===== config.mk =====
export PLATFORM = sky130hd
export DESIGN_NAME = mca_frame_rx_flat
export DESIGN_NICKNAME = d
export VERILOG_FILES = /design/src/rtl/mca_frame_rx_if.sv /design/src/rtl/mca_frame_rx.sv /design/src/flat_wrapper.sv
export SDC_FILE = /design/constraint.sdc
export NUM_CORES = 1
export LEC_CHECK = 0
export CORE_AREA = 3 3 80 82
export DETAILED_ROUTE_END_ITERATION = 8
export DIE_AREA = 0 0 83 85
export GPL_TIMING_DRIVEN = 0
export PLACE_DENSITY = 0.83
export SKIP_LAST_GASP = 1
export SLEW_MARGIN = 30
export SYNTH_ARGS = -nofsm -noshare
export SYNTH_HDL_FRONTEND = slang
export SYNTH_SLANG_ARGS = --single-unit

===== constraint.sdc =====
create_clock -name clk -period 3.67 [get_ports clk]
set_input_delay 0.367 -clock clk [delete_from_list [all_inputs] [get_ports clk]]
set_output_delay 0.367 -clock clk [all_outputs]
set_load 0.01 [all_outputs]

===== src/rtl/mca_frame_rx_if.sv =====
// Byte-stream input and spectrum-RAM write port of the MCA frame receiver.
// The slave modport is the decoder side; the master modport drives the byte stream.
interface mca_frame_rx_if #(
    parameter int ADDR_W = 10
);
    logic              rx_valid;
    logic [7:0]        rx_data;
    logic              ram_we;
    logic [ADDR_W-1:0] ram_addr;
    logic [15:0]       ram_wdata;
    logic              busy;
    logic              frame_done;
    logic              frame_error;

    modport master (
        output rx_valid, rx_data,
        input  ram_we, ram_addr, ram_wdata, busy, frame_done, frame_error
    );

    modport slave (
        input  rx_valid, rx_data,
        output ram_we, ram_addr, ram_wdata, busy, frame_done, frame_error
    );
endinterface


===== src/rtl/mca_frame_rx.sv =====
// Hunts the "launch" start sequence in a UART byte stream, then writes the following
// N_WORDS high-byte-first 16-bit words to consecutive spectrum-RAM addresses.
module mca_frame_rx #(
    parameter int N_WORDS        = 1024,
    parameter int ADDR_W         = 10,
    parameter int TIMEOUT_CYCLES = 100000
) (
    input  logic          clk,
    input  logic          rst,
    mca_frame_rx_if.slave bus
);
    localparam int TO_W = $clog2(TIMEOUT_CYCLES + 1);

    typedef enum logic [1:0] {
        HUNT,
        DATA_HI,
        DATA_LO
    } state_t;

    state_t            r_state;
    logic [2:0]        r_hdr_idx;
    logic [ADDR_W-1:0] r_word_idx;
    logic [7:0]        r_hi;
    logic [TO_W-1:0]   r_timeout;
    logic              r_ram_we;
    logic [ADDR_W-1:0] r_ram_addr;
    logic [15:0]       r_ram_wdata;
    logic              r_busy;
    logic              r_frame_done;
    logic              r_frame_error;

    state_t            w_state;
    logic [2:0]        w_hdr_idx;
    logic [ADDR_W-1:0] w_word_idx;
    logic [7:0]        w_hi;
    logic [TO_W-1:0]   w_timeout;
    logic              w_ram_we;
    logic [ADDR_W-1:0] w_ram_addr;
    logic [15:0]       w_ram_wdata;
    logic              w_busy;
    logic              w_frame_done;
    logic              w_frame_error;
    logic [7:0]        w_expected;
    logic              w_timeout_hit;

    always_comb begin
        case (r_hdr_idx)
            3'd0:    w_expected = 8'h6c;  // l
            3'd1:    w_expected = 8'h61;  // a
            3'd2:    w_expected = 8'h75;  // u
            3'd3:    w_expected = 8'h6e;  // n
            3'd4:    w_expected = 8'h63;  // c
            default: w_expected = 8'h68;  // h
        endcase
    end

    // An incoming byte always beats a simultaneous timeout expiry.
    assign w_timeout_hit = r_busy && (r_timeout == TO_W'(TIMEOUT_CYCLES));

    always_comb begin
        // NOTE: every next-state signal gets a default first so no path can infer a latch.
        w_state       = r_state;
        w_hdr_idx     = r_hdr_idx;
        w_word_idx    = r_word_idx;
        w_hi          = r_hi;
        w_ram_we      = 1'b0;
        w_ram_addr    = r_ram_addr;
        w_ram_wdata   = r_ram_wdata;
        w_frame_done  = 1'b0;
        w_frame_error = 1'b0;

        if (bus.rx_valid || !r_busy || w_timeout_hit) begin
            w_timeout = '0;
        end else begin
            w_timeout = r_timeout + 1'b1;
        end

        if (bus.rx_valid) begin
            case (r_state)
                HUNT: begin
                    if (bus.rx_data == w_expected) begin
                        if (r_hdr_idx == 3'd5) begin
                            w_hdr_idx  = 3'd0;
                            w_word_idx = '0;
                            w_state    = DATA_HI;
                        end else begin
                            w_hdr_idx = r_hdr_idx + 3'd1;
                        end
                    end else begin
                        // 'l' is the only byte that can restart the header mid-match.
                        w_hdr_idx = (bus.rx_data == 8'h6c) ? 3'd1 : 3'd0;
                    end
                end
                DATA_HI: begin
                    w_hi    = bus.rx_data;
                    w_state = DATA_LO;
                end
                DATA_LO: begin
                    w_ram_we    = 1'b1;
                    w_ram_addr  = r_word_idx;
                    w_ram_wdata = {r_hi, bus.rx_data};
                    if (r_word_idx == ADDR_W'(N_WORDS - 1)) begin
                        w_frame_done = 1'b1;
                        w_hdr_idx    = 3'd0;
                        w_state      = HUNT;
                    end else begin
                        w_word_idx = r_word_idx + 1'b1;
                        w_state    = DATA_HI;
                    end
                end
                default: begin
                    w_hdr_idx = 3'd0;
                    w_state   = HUNT;
                end
            endcase
        end else if (w_timeout_hit) begin
            w_frame_error = 1'b1;
            w_hdr_idx     = 3'd0;
            w_state       = HUNT;
        end

        w_busy = (w_state != HUNT) || (w_hdr_idx != 3'd0);
    end

    always_ff @(posedge clk) begin
        // NOTE: state registers use non-blocking assignment so every flop samples pre-edge values.
        if (rst) begin
            r_state       <= HUNT;
            r_hdr_idx     <= 3'd0;
            r_word_idx    <= '0;
            r_hi          <= 8'h00;
            r_timeout     <= '0;
            r_ram_we      <= 1'b0;
            r_ram_addr    <= '0;
            r_ram_wdata   <= 16'h0000;
            r_busy        <= 1'b0;
            r_frame_done  <= 1'b0;
            r_frame_error <= 1'b0;
        end else begin
            r_state       <= w_state;
            r_hdr_idx     <= w_hdr_idx;
            r_word_idx    <= w_word_idx;
            r_hi          <= w_hi;
            r_timeout     <= w_timeout;
            r_ram_we      <= w_ram_we;
            r_ram_addr    <= w_ram_addr;
            r_ram_wdata   <= w_ram_wdata;
            r_busy        <= w_busy;
            r_frame_done  <= w_frame_done;
            r_frame_error <= w_frame_error;
        end
    end

    assign bus.ram_we      = r_ram_we;
    assign bus.ram_addr    = r_ram_addr;
    assign bus.ram_wdata   = r_ram_wdata;
    assign bus.busy        = r_busy;
    assign bus.frame_done  = r_frame_done;
    assign bus.frame_error = r_frame_error;
endmodule


===== src/flat_wrapper.sv =====
// flat-port wrapper written by rule: the top's interface ports become plain ports
module mca_frame_rx_flat 
#(
    parameter int N_WORDS        = 1024,
    parameter int ADDR_W         = 10,
    parameter int TIMEOUT_CYCLES = 100000
)
  (clk, rst, bus_rx_valid, bus_rx_data, bus_ram_we, bus_ram_addr, bus_ram_wdata, bus_busy, bus_frame_done, bus_frame_error);
  mca_frame_rx_if #(.ADDR_W(ADDR_W)) bus_i ();
  input  logic clk;
  input  logic rst;
  input wire logic [$bits(bus_i.rx_valid)-1:0] bus_rx_valid;
  input wire logic [$bits(bus_i.rx_data)-1:0] bus_rx_data;
  output wire logic [$bits(bus_i.ram_we)-1:0] bus_ram_we;
  output wire logic [$bits(bus_i.ram_addr)-1:0] bus_ram_addr;
  output wire logic [$bits(bus_i.ram_wdata)-1:0] bus_ram_wdata;
  output wire logic [$bits(bus_i.busy)-1:0] bus_busy;
  output wire logic [$bits(bus_i.frame_done)-1:0] bus_frame_done;
  output wire logic [$bits(bus_i.frame_error)-1:0] bus_frame_error;
  assign bus_i.rx_valid = bus_rx_valid;
  assign bus_i.rx_data = bus_rx_data;
  assign bus_ram_we = bus_i.ram_we;
  assign bus_ram_addr = bus_i.ram_addr;
  assign bus_ram_wdata = bus_i.ram_wdata;
  assign bus_busy = bus_i.busy;
  assign bus_frame_done = bus_i.frame_done;
  assign bus_frame_error = bus_i.frame_error;
  mca_frame_rx #(.N_WORDS(N_WORDS), .ADDR_W(ADDR_W), .TIMEOUT_CYCLES(TIMEOUT_CYCLES)) u_core (.clk(clk), .rst(rst), .bus(bus_i));
endmodule

; After elaboration in Yosys (flattened, before gate mapping)
; Index checks and enable logic that the tools add are counted.
[word_totals]
regBits = 70
out_inout_bits = 30
elab_cells = 68
[classes]
addsub = 3
n_eq_ne = 14
n_mux = 21
bitwise_logic = 2
n_reduce_logical = 17
[op_table]
columns = op, count
row1 = 10-bit 2-to-1 mux, 3
row2 = 5-bit case mux with 5 select lines, 1
row3 = 10-bit case mux with 2 select lines, 1
row4 = "17-bit by 1-bit adder with 17-bit output, second input constant", 1
row5 = "17-bit == test, second input constant", 1
row6 = 3-bit 2-to-1 mux, 5
row7 = "10-bit by 1-bit adder with 10-bit output, second input constant", 1
row8 = "10-bit == test, second input constant", 1
row9 = 3-bit case mux with 3 select lines, 1
row10 = 8-bit by 7-bit == test with 1-bit output, 1
row11 = "8-bit by 7-bit == test with 1-bit output, second input constant", 1
row12 = 2-bit 2-to-1 mux, 4
row13 = "3-bit by 2-bit == test with 1-bit output, second input constant", 2
row14 = "3-bit == test, second input constant", 2
row15 = 2-bit case mux with 3 select lines, 1
row16 = 2-bit OR reduction, 3
row17 = 1-bit 2-to-1 mux, 5
row18 = 5-bit AND reduction, 1
row19 = "2-bit by 1-bit != test with 1-bit output, second input constant", 2
row20 = 2-bit AND reduction, 2
row21 = 2-bit nonzero test, 2
row22 = "3-bit by 1-bit adder with 3-bit output, second input constant", 1
row23 = "3-bit by 1-bit == test with 1-bit output, second input constant", 1
row24 = 3-bit logical NOT, 1
row25 = 10 further kinds, 13

; Logic depth before layout (Yosys ltp)
; Gate-level depths: netlist of run 1.
[depth]
depth_word = 8
depth_mapped = 13
ltp_nobuf = 10

; Least setup slack after synthesis of run 1
; Ideal clock, no wire load.
[synth_timing]
path_type = register -> register
startpoint = register u_core.r_hdr_idx[2]
endpoint = register u_core.r_word_idx[7]
setup_time_ns = 0.070
t_arrival_ns = 2.850
path_slack_ns = 0.750
path_stages_with_launch = 12
synth_period_minus_slack_ns = 2.920
cell_sequence = dfxtp_1 -> clkbuf_1 -> inv_2 -> ha_1 -> or4_4 -> a21oi_2 -> o32ai_1 -> nor4_4 -> a31oi_2 -> buf_6 -> or4_1 -> a21oi_1
[synth_between]
elab_chain_len = 5
elab_cells_between_ends = 11
[synth_lines]
columns = element, line
row1 = "start, declared", mca_frame_rx.sv:21  ; logic [2:0] r_hdr_idx;
row2 = "start signal, assigned", mca_frame_rx.sv:141  ; r_hdr_idx <= w_hdr_idx;
row3 = 3-bit == test (tied with other cells), mca_frame_rx.sv:47  ; case (r_hdr_idx)
row4 = 5-bit case mux with 5 select lines, mca_frame_rx.sv:47
row5 = 8-bit by 7-bit == test with 1-bit output, mca_frame_rx.sv:81  ; if (bus.rx_data == w_expected) begin
row6 = 2-bit by 1-bit != test with 1-bit output (no line), --
row7 = 5-bit AND reduction (no line) (*), --
row8 = "end signal, assigned", mca_frame_rx.sv:142  ; r_word_idx <= w_word_idx;
row9 = "end, declared", mca_frame_rx.sv:22  ; logic [ADDR_W-1:0] r_word_idx;
; Mark *: on every way between the ends. The rest lies on a longest branch, timed or not.
; A chain may end at the register's enable or synchronous reset.

; Final worst setup path of run 1
[layout_timing]
startpoint = register u_core.r_hdr_idx[2]
endpoint = register u_core.r_word_idx[5]
; Same word-level chain as after synthesis.

==> results of run 1 <==
## state kept, by name, indices dropped and copies added, names as in the netlist
name / count
u_core.r_hdr_idx: 3
u_core.r_hi: 8
u_core.bus.frame_error: 1
u_core.bus.busy: 1
u_core.bus.ram_addr: 10
u_core.bus.ram_we: 1
u_core.r_state: 2
u_core.r_timeout: 17
u_core.r_word_idx: 10
u_core.bus.frame_done: 1
u_core.bus.ram_wdata: 16
## power by group through the flow
stage | Clock (uW) | Combinational, uW | Sequential, uW
CTS | 767 | 42.6 | 759
finish | 759 | 42.9 | 759
detailed placement | 0 | 42.1 | 777
global route | 804 | 46.6 | 759
global placement | 0 | 41.2 | 777
floorplan | 0 | 21.9 | 777
## synthesized netlist by cell type (2+ instances only)
library cell  count
xor2_1            9
xnor2_1           5
nand2_1          80
nand3b_1          3
a31o_1            2
and3b_1           2
a32oi_1           3
clkbuf_1         19
nor2_1           31
a31oi_1           3
nand4_1           5
nor3_1            2
nand2b_1          2
dfxtp_1          70
a21oi_1          50
or3_1             6
nand3_1          10
o21ai_0           8
inv_1             8
and4_1            3
nand4b_1          2
o31ai_1           8
buf_6             2
inv_2             2
or4_1             8
nor4_1            2
ha_1              4
## path summary, 6_finish.rpt
kind	from	slack, ps	end
worst max-delay path	u_core.r_hdr_idx[2]	330	u_core.r_word_idx[5]
worst min-delay path	bus_rx_data[3]	280	u_core.bus.ram_wdata[3]
worst max register to register	u_core.r_hdr_idx[2]	330	u_core.r_word_idx[5]
worst min register to register	u_core.bus.ram_addr[4]	460	u_core.bus.ram_addr[4]
## critical path: stages, from the launching register on
cell      delay, ps
dfxtp_1         380
clkbuf_1        350
inv_2            80
ha_1            280
or4_4           440
a21oi_2         140
o32ai_1         140
nor4_4          470
a31oi_2         160
buf_6           170
clkbuf_1        230
o31ai_1         280
a21oi_1          90
## layer usage
metal	global-route usage	vias up	wire, um
met1	0.268	1263	3190
li1	-	1380	-
met2	0.320	85	3050
met4	0.0624	0	109
met3	0.0631	10	428
met5	0	-	0
## cell families (layout without fill, tap and decap cells)
logic type / after synthesis / count (layout)
flip-flops: 70 / 70
buffers and inverters: 32 / 86
AND/OR/NAND/NOR: 164 / 164
adder cells (fa/ha/maj): 5 / 5
multiplexers: 1 / 1
AO/OA/AOI/OAI: 83 / 83
XOR/XNOR: 14 / 14
## per-stage QoR
step                      setup WS, ps  hold WS (ps)  power [uW]
final                              329           284        1560
after floorplan                    750           432         799
after global routing              74.3           272        1610
after global placement             469           440         818
after CTS                          381           268        1570
after detailed placement           398           445         819
## layout make-up
| cell class | count | area share |
|---|---|---|
| well taps | 75 | 0.0250 |
| flip-flops and latches | 70 | 0.374 |
| inverters | 10 | 0.0100 |
| multi-input cells | 267 | 0.397 |
| clock buffers | 9 | 0.0330 |
| clock inverters | 7 | 0.0327 |
| repair buffers | 38 | 0.101 |
| plain buffers | 22 | 0.0270 |
==> impl_metrics.csv, run 1 <==
group,metric,value,unit
outcome,status,"complete, no violations",
clock_network,cts_buffers,9,
layout,fin_cells,498,
layout,n_antenna_cell,0,
placed_design,placed_cells,482,
route,vias,2738,
global_route,grt_pass1_wl,11.8,mm
clock_network,clock_sinks,70,
synthesis,yosys.area_share.adder,0.0198,
pwr,vdd_drop_max,0.000268,V
floorplanning,die_y,85,um
placed_design,io_buffers,38,
global_route,first_global_vias,2495,
synthesis,synth_fp_nets,384,
pwr,power_frac_clock,0.486,
synthesis,ys_seq_area_frac,0.463,
timing,clock_skew,10.9,ps
setup_path,worstRegToRegCells,12,
floorplanning,die_area,0.00706,sq mm
route,avgViaCountPerCell,5.50,
layout,area_growth,23.8,%
layout,multi_input_area,0.00149,sq mm
synthesis,synth_top_area_cell,"dfxtp_1",
synthesis,syn_area,0.00303,sq mm
synthesis,synth_top_area_frac,0.463,
layout,final_cell_mix,"nand2_1, dfxtp_1, a21oi_1",
layout,stdcell_area,0.00375,sq mm
synthesis,syn_avg_cell_area,8.21,sq um
global_route,grt_overflow_total,0,
timing,hold_violations,0,
setup_path,cp-start-kind,"flop",
layout,nNetsFinal,433,
clock_network,htreeDepth,3,
min_path,hold_path.class,"in -> reg",
clock_network,path_clk_slew,80,ps
clock_network,hold_buffers,0,
synthesis,ys_seq_elements,70,
route,first_iter_violations,184,
route,wl_per_cell,13.6,um
floorplanning,core,0.00582,sq mm
synthesis,synth-simple-area-share,0.267,
floorplanning,io_pins,41,
setup_path,cp_max_fo,10,
setup_path,crit_arrival,3560,ps
timing,slew_viol_final,0,
timing,max_freq,299,MHz
synthesis,yosys_warnings,0,
global_route,grt_start_max_net_pins,14,
layout,final-seq-area,0.00140,sq mm
synthesis,synthTopCellsByArea,"dfxtp_1, nand2_1, a21oi_1",
synthesis,synth-compound-area-share,0.161,
synthesis,syn_inst,369,
clock_network,cts_tree,"done",
synthesis,synth_edf_count,0,
placed_design,globalplace.congestion,0.804,
floorplanning,die_x,83,um
pwr,p_sw_frac,0.213,
placed_design,dp_hpwl,4.69,mm
timing,period_share,0.910,
synthesis,synth.area.mux_share,0.00330,
floorplanning,row_count,28,
timing,finalCriticalPeriod,3340,ps
pwr,p_sw,332,uW
clock_network,post_cts_buffers,0,
clock_network,clock-root-buffer,"clkbuf_8",
timing,slew_headroom,0.671,
route,drc,0,
synthesis,synthArstFlopShare,0,
pwr,p_leak,0.00116,uW
min_path,min_path_cells,3,
layout,drive_above_1_share,0.0638,
pwr,intPower,1230,uW
clock_network,insertion_delay,350,ps
global_route,grt_usage,0.203,
clock_network,cts_resized,0,
timing,setup_viol,0,
pwr,powerDensity,416,mW/mm^2
timing,fin_tns_setup,0,ps
timing,tightestPinTransition,494,ps
floorplanning,start_util,0.521,
route,final_antenna_net_count,0,
layout,fill_cells,507,
clock_network,cts.path.max_buffers,2,
pwr,seq_power_share,0.486,
synthesis,post_synth_xor_area_fraction,0.0405,
placed_design,placed_cell_area,0.00350,sq mm
global_route,antenna_found_initial,0,
route,drt-pass1-iter-count,4,
route,drt-total-wl,6.78,mm
setup_path,crit_path_end_kind,"flop",
timing,rsz0062_at_grt,"false",
flow_run,maxCapViolations,0,
pwr,combPwrFrac,0.027,
layout,utilization,0.645,
setup_path,critPathRequiredTime,3890,ps
synthesis,yosysUniqueCellTypes,47,
synthesis,synth_flop_cell,"dfxtp_1",
synthesis,synth_top_family_by_area,"simple AND/OR/NAND/NOR gates",
setup_path,critPathKind,"reg -> reg",
layout,mostFrequentLayoutCell,"nand2_1",
No activity file was read; power rests on OpenSTA's default activity.
==> run 2: changes to the inputs <==
- ABC_AREA: unset -> 1
- CORE_AREA: 3 3 80 82 -> 2 2 79 81
- DIE_AREA: 0 0 83 85 -> 0 0 81 83
- PLACE_DENSITY: 0.83 -> 0.84
==> impl_metrics.csv, run 2 <==
group,metric,value,unit
layout,fill_cells,518,
global_route,antenna_found_initial,0,
synthesis,syn_inst,430,
setup_path,r2r-start,"u_core.r_hdr_idx[2]",
route,drc,0,
layout,final_cell_mix,"nor2_1, dfxtp_1, nand2_1",
clock_network,htreeDepth,3,
synthesis,post_synth_xor_area_fraction,0.0169,
synthesis,ys_seq_elements,70,
synthesis,synthArstFlopShare,0,
synthesis,synth-simple-area-share,0.281,
floorplanning,row_count,28,
synthesis,yosysUniqueCellTypes,33,
global_route,grt_pass1_wl,12.3,mm
global_route,grt_usage,0.231,
timing,hold_violations,0,
synthesis,synth_fp_nets,445,
timing,finalCriticalPeriod,2240,ps
setup_path,regToRegEndpoint,"u_core.r_word_idx[8]",
clock_network,cts_buffers,9,
route,first_iter_violations,195,
timing,slew_viol_final,0,
placed_design,io_buffers,39,
layout,area_growth,21.9,%
layout,n_antenna_cell,0,
floorplanning,start_util,0.535,
global_route,grt-busiest-layer,"met2",
floorplanning,die_x,81,um
layout,mostFrequentLayoutCell,"nor2_1",
route,avgViaCountPerCell,5.33,
route,wl_per_cell,12.7,um
setup_path,crit_arrival,2470,ps
clock_network,post_cts_buffers,0,
setup_path,cpMostUsedCell,"nand2_1",
setup_path,critPathKind,"reg -> reg",
outcome,status,"complete, no violations",
global_route,use_met1,0.318,
synthesis,synth_common_cells,"nor2_1, dfxtp_1, nand2_1, inv_1, o21ai_0",
synthesis,synthTopCellsByArea,"dfxtp_1, nor2_1, nand2_1",
pwr,vdd_drop_max,0.000252,V
setup_path,worstPathCellList,"inv_2, ha_1, inv_1, o21ai_1, nand2_1, nand2_1, nor2_2, nand3_2, nor2_4, nand2_2, o21bai_4, nand2_4, clkinv_4, nand2_1, o21ai_1, nor2_1",
global_route,met3_usage,0.0489,
pwr,powerDensity,372,mW/mm^2
synthesis,synth.area.mux_share,0,
clock_network,cts.path.max_buffers,2,
timing,clock_skew,9.99,ps
timing,setup_viol,0,
setup_path,worstRegToRegCells,16,
timing,max_freq,446,MHz
route,drt-total-wl,7.09,mm
synthesis,syn_avg_cell_area,7.24,sq um
layout,multi_input_area,0.00145,sq mm
floorplanning,die_y,83,um
synthesis,synth_top_area_cell,"dfxtp_1",
synthesis,synth_top_area_frac,0.450,
synthesis,synth_edf_count,0,
floorplanning,die_area,0.00672,sq mm
min_path,min_path_cells,2,
timing,period_share,0.611,
timing,tightestPinTransition,723,ps
timing,rsz0062_at_grt,"false",
global_route,grt_start_max_net_pins,14,
flow_run,maxCapViolations,0,
placed_design,globalplace.congestion,0.894,
min_path,hp-start,"bus_rx_valid",
setup_path,slowest_stage,"dfxtp_1",
global_route,grt_use_met2,0.355,
floorplanning,io_pins,41,
synthesis,synth-compound-area-share,0.152,
min_path,min_to,"u_core.bus.frame_error",
synthesis,synth.most_common_cell,"nor2_1",
synthesis,synth_top_family_by_area,"simple AND/OR/NAND/NOR gates",
clock_network,hold_buffers,0,
layout,nNetsFinal,495,
layout,regMostFlops,"u_core.r_timeout",
floorplanning,core,0.00582,sq mm
clock_network,clock-root-buffer,"clkbuf_8",
timing,fin_tns_setup,0,ps
layout,largest_reg_flops,17,
pwr,total_power,1410,uW
pwr,p_leak,0.00151,uW
placed_design,placed_cell_area,0.00360,sq mm
synthesis,synth_flop_cell,"dfxtp_1",
timing,slew_headroom,0.514,
clock_network,path_clk_slew,70,ps
synthesis,yosys_warnings,0,
placed_design,dp_hpwl,5.26,mm
setup_path,critPathRequiredTime,3890,ps
route,drt-pass1-iter-count,6,
layout,stdcell_area,0.00379,sq mm
route,vias,2987,
setup_path,critPathBufInv,3,
clock_network,insertion_delay,350,ps
global_route,grt_overflow_total,0,
layout,drive_above_1_share,0.0804,
setup_path,cp_max_fo,10,
min_path,hold_path.class,"in -> reg",
route,final_antenna_net_count,0,
layout,final-seq-area,0.00140,sq mm
global_route,first_global_vias,2719,
setup_path,cp-start-kind,"flop",
setup_path,crit_family,"simple AND/OR/NAND/NOR gates",
clock_network,clock_sinks,70,
setup_path,slowest_delay,450,ps
setup_path,r2r_setup_slack,1430,ps
setup_path,crit_path_end_kind,"flop",
synthesis,yosys.area_share.adder,0.0161,
clock_network,cts_tree,"done",
clock_network,cts_resized,0,
synthesis,syn_area,0.00311,sq mm
synthesis,ys_seq_area_frac,0.450,
## run 2: cell types whose count changed after synthesis, sizes merged, moves of 9 or more
cell / change
nand3: +13
o21ai: +35
inv: +45
a21oi: -11
clkbuf: -10
nand2: -15
nor3: +13
nor2: +44
or4: -9
## run 2: routing by layer
metal  up-vias  wire, um
met3        10       397
met2        97      3280
li1       1508         -
met1      1372      3280
met4         0       120
met5         -         0
## run 2: cell type report
| type | instances | area share |
|---|---|---|
| Multi-Input combinational cell | 292 | 0.382 |
| Tap cell | 75 | 0.0247 |
| Timing Repair Buffer | 39 | 0.103 |
| Buffer | 12 | 0.0125 |
| Clock buffer | 9 | 0.0326 |
| Sequential cell | 70 | 0.369 |
| Clock inverter | 7 | 0.0195 |
| Inverter | 56 | 0.0567 |
## run 2: power breakdown
part / switching (uW) / internal, uW
Combinational: 23.8 / 14.0
Clock: 300 / 316
Sequential: 0.100 / 759
Total: 324 / 1090
## run 2: how the worst max path moves through the flow
stage                   startpoint                   end  slack [ps]  cells after the start
2_1_floorplan  u_core.r_hdr_idx[2]  u_core.r_word_idx[8]        1770                     16
5_1_grt        u_core.r_hdr_idx[2]  u_core.r_word_idx[8]        1210                     16
3_3_place_gp        bus_rx_data[6]  u_core.r_word_idx[8]        1290                     14
3_5_place_dp        bus_rx_data[5]  u_core.r_word_idx[8]        1270                     14
4_1_cts        u_core.r_hdr_idx[2]  u_core.r_word_idx[8]        1450                     16
6_report       u_core.r_hdr_idx[2]  u_core.r_word_idx[8]        1430                     16
## run 2: cell families (layout without fill, tap and decap cells)
group           Yosys count  in the layout
buf+inv                  68            123
flops                    70             70
simple gates            193            193
xor+xnor                  6              6
fa+ha+maj                 4              4
compound gates           89             89
## run 2: through the flow
step,hold slack (ps),worst slack (ps),cells,utilization
global route,350,1210,560,0.653
global placement,445,1290,544,0.619
finish,332,1430,560,0.653
detailed placement,453,1270,544,0.619
CTS,319,1450,560,0.653
floorplan,429,1770,430,-
## run 2: worst reg2reg max path, stage by stage (launching register included)
cell      delay, ps
dfxtp_1         450
inv_2            90
ha_1            200
inv_1           110
o21ai_1         110
nand2_1          70
nand2_1          60
nor2_2          100
nand3_2          90
nor2_4          120
nand2_2          80
o21bai_4        210
nand2_4         150
clkinv_4        110
nand2_1          50
o21ai_1          80
nor2_1           50
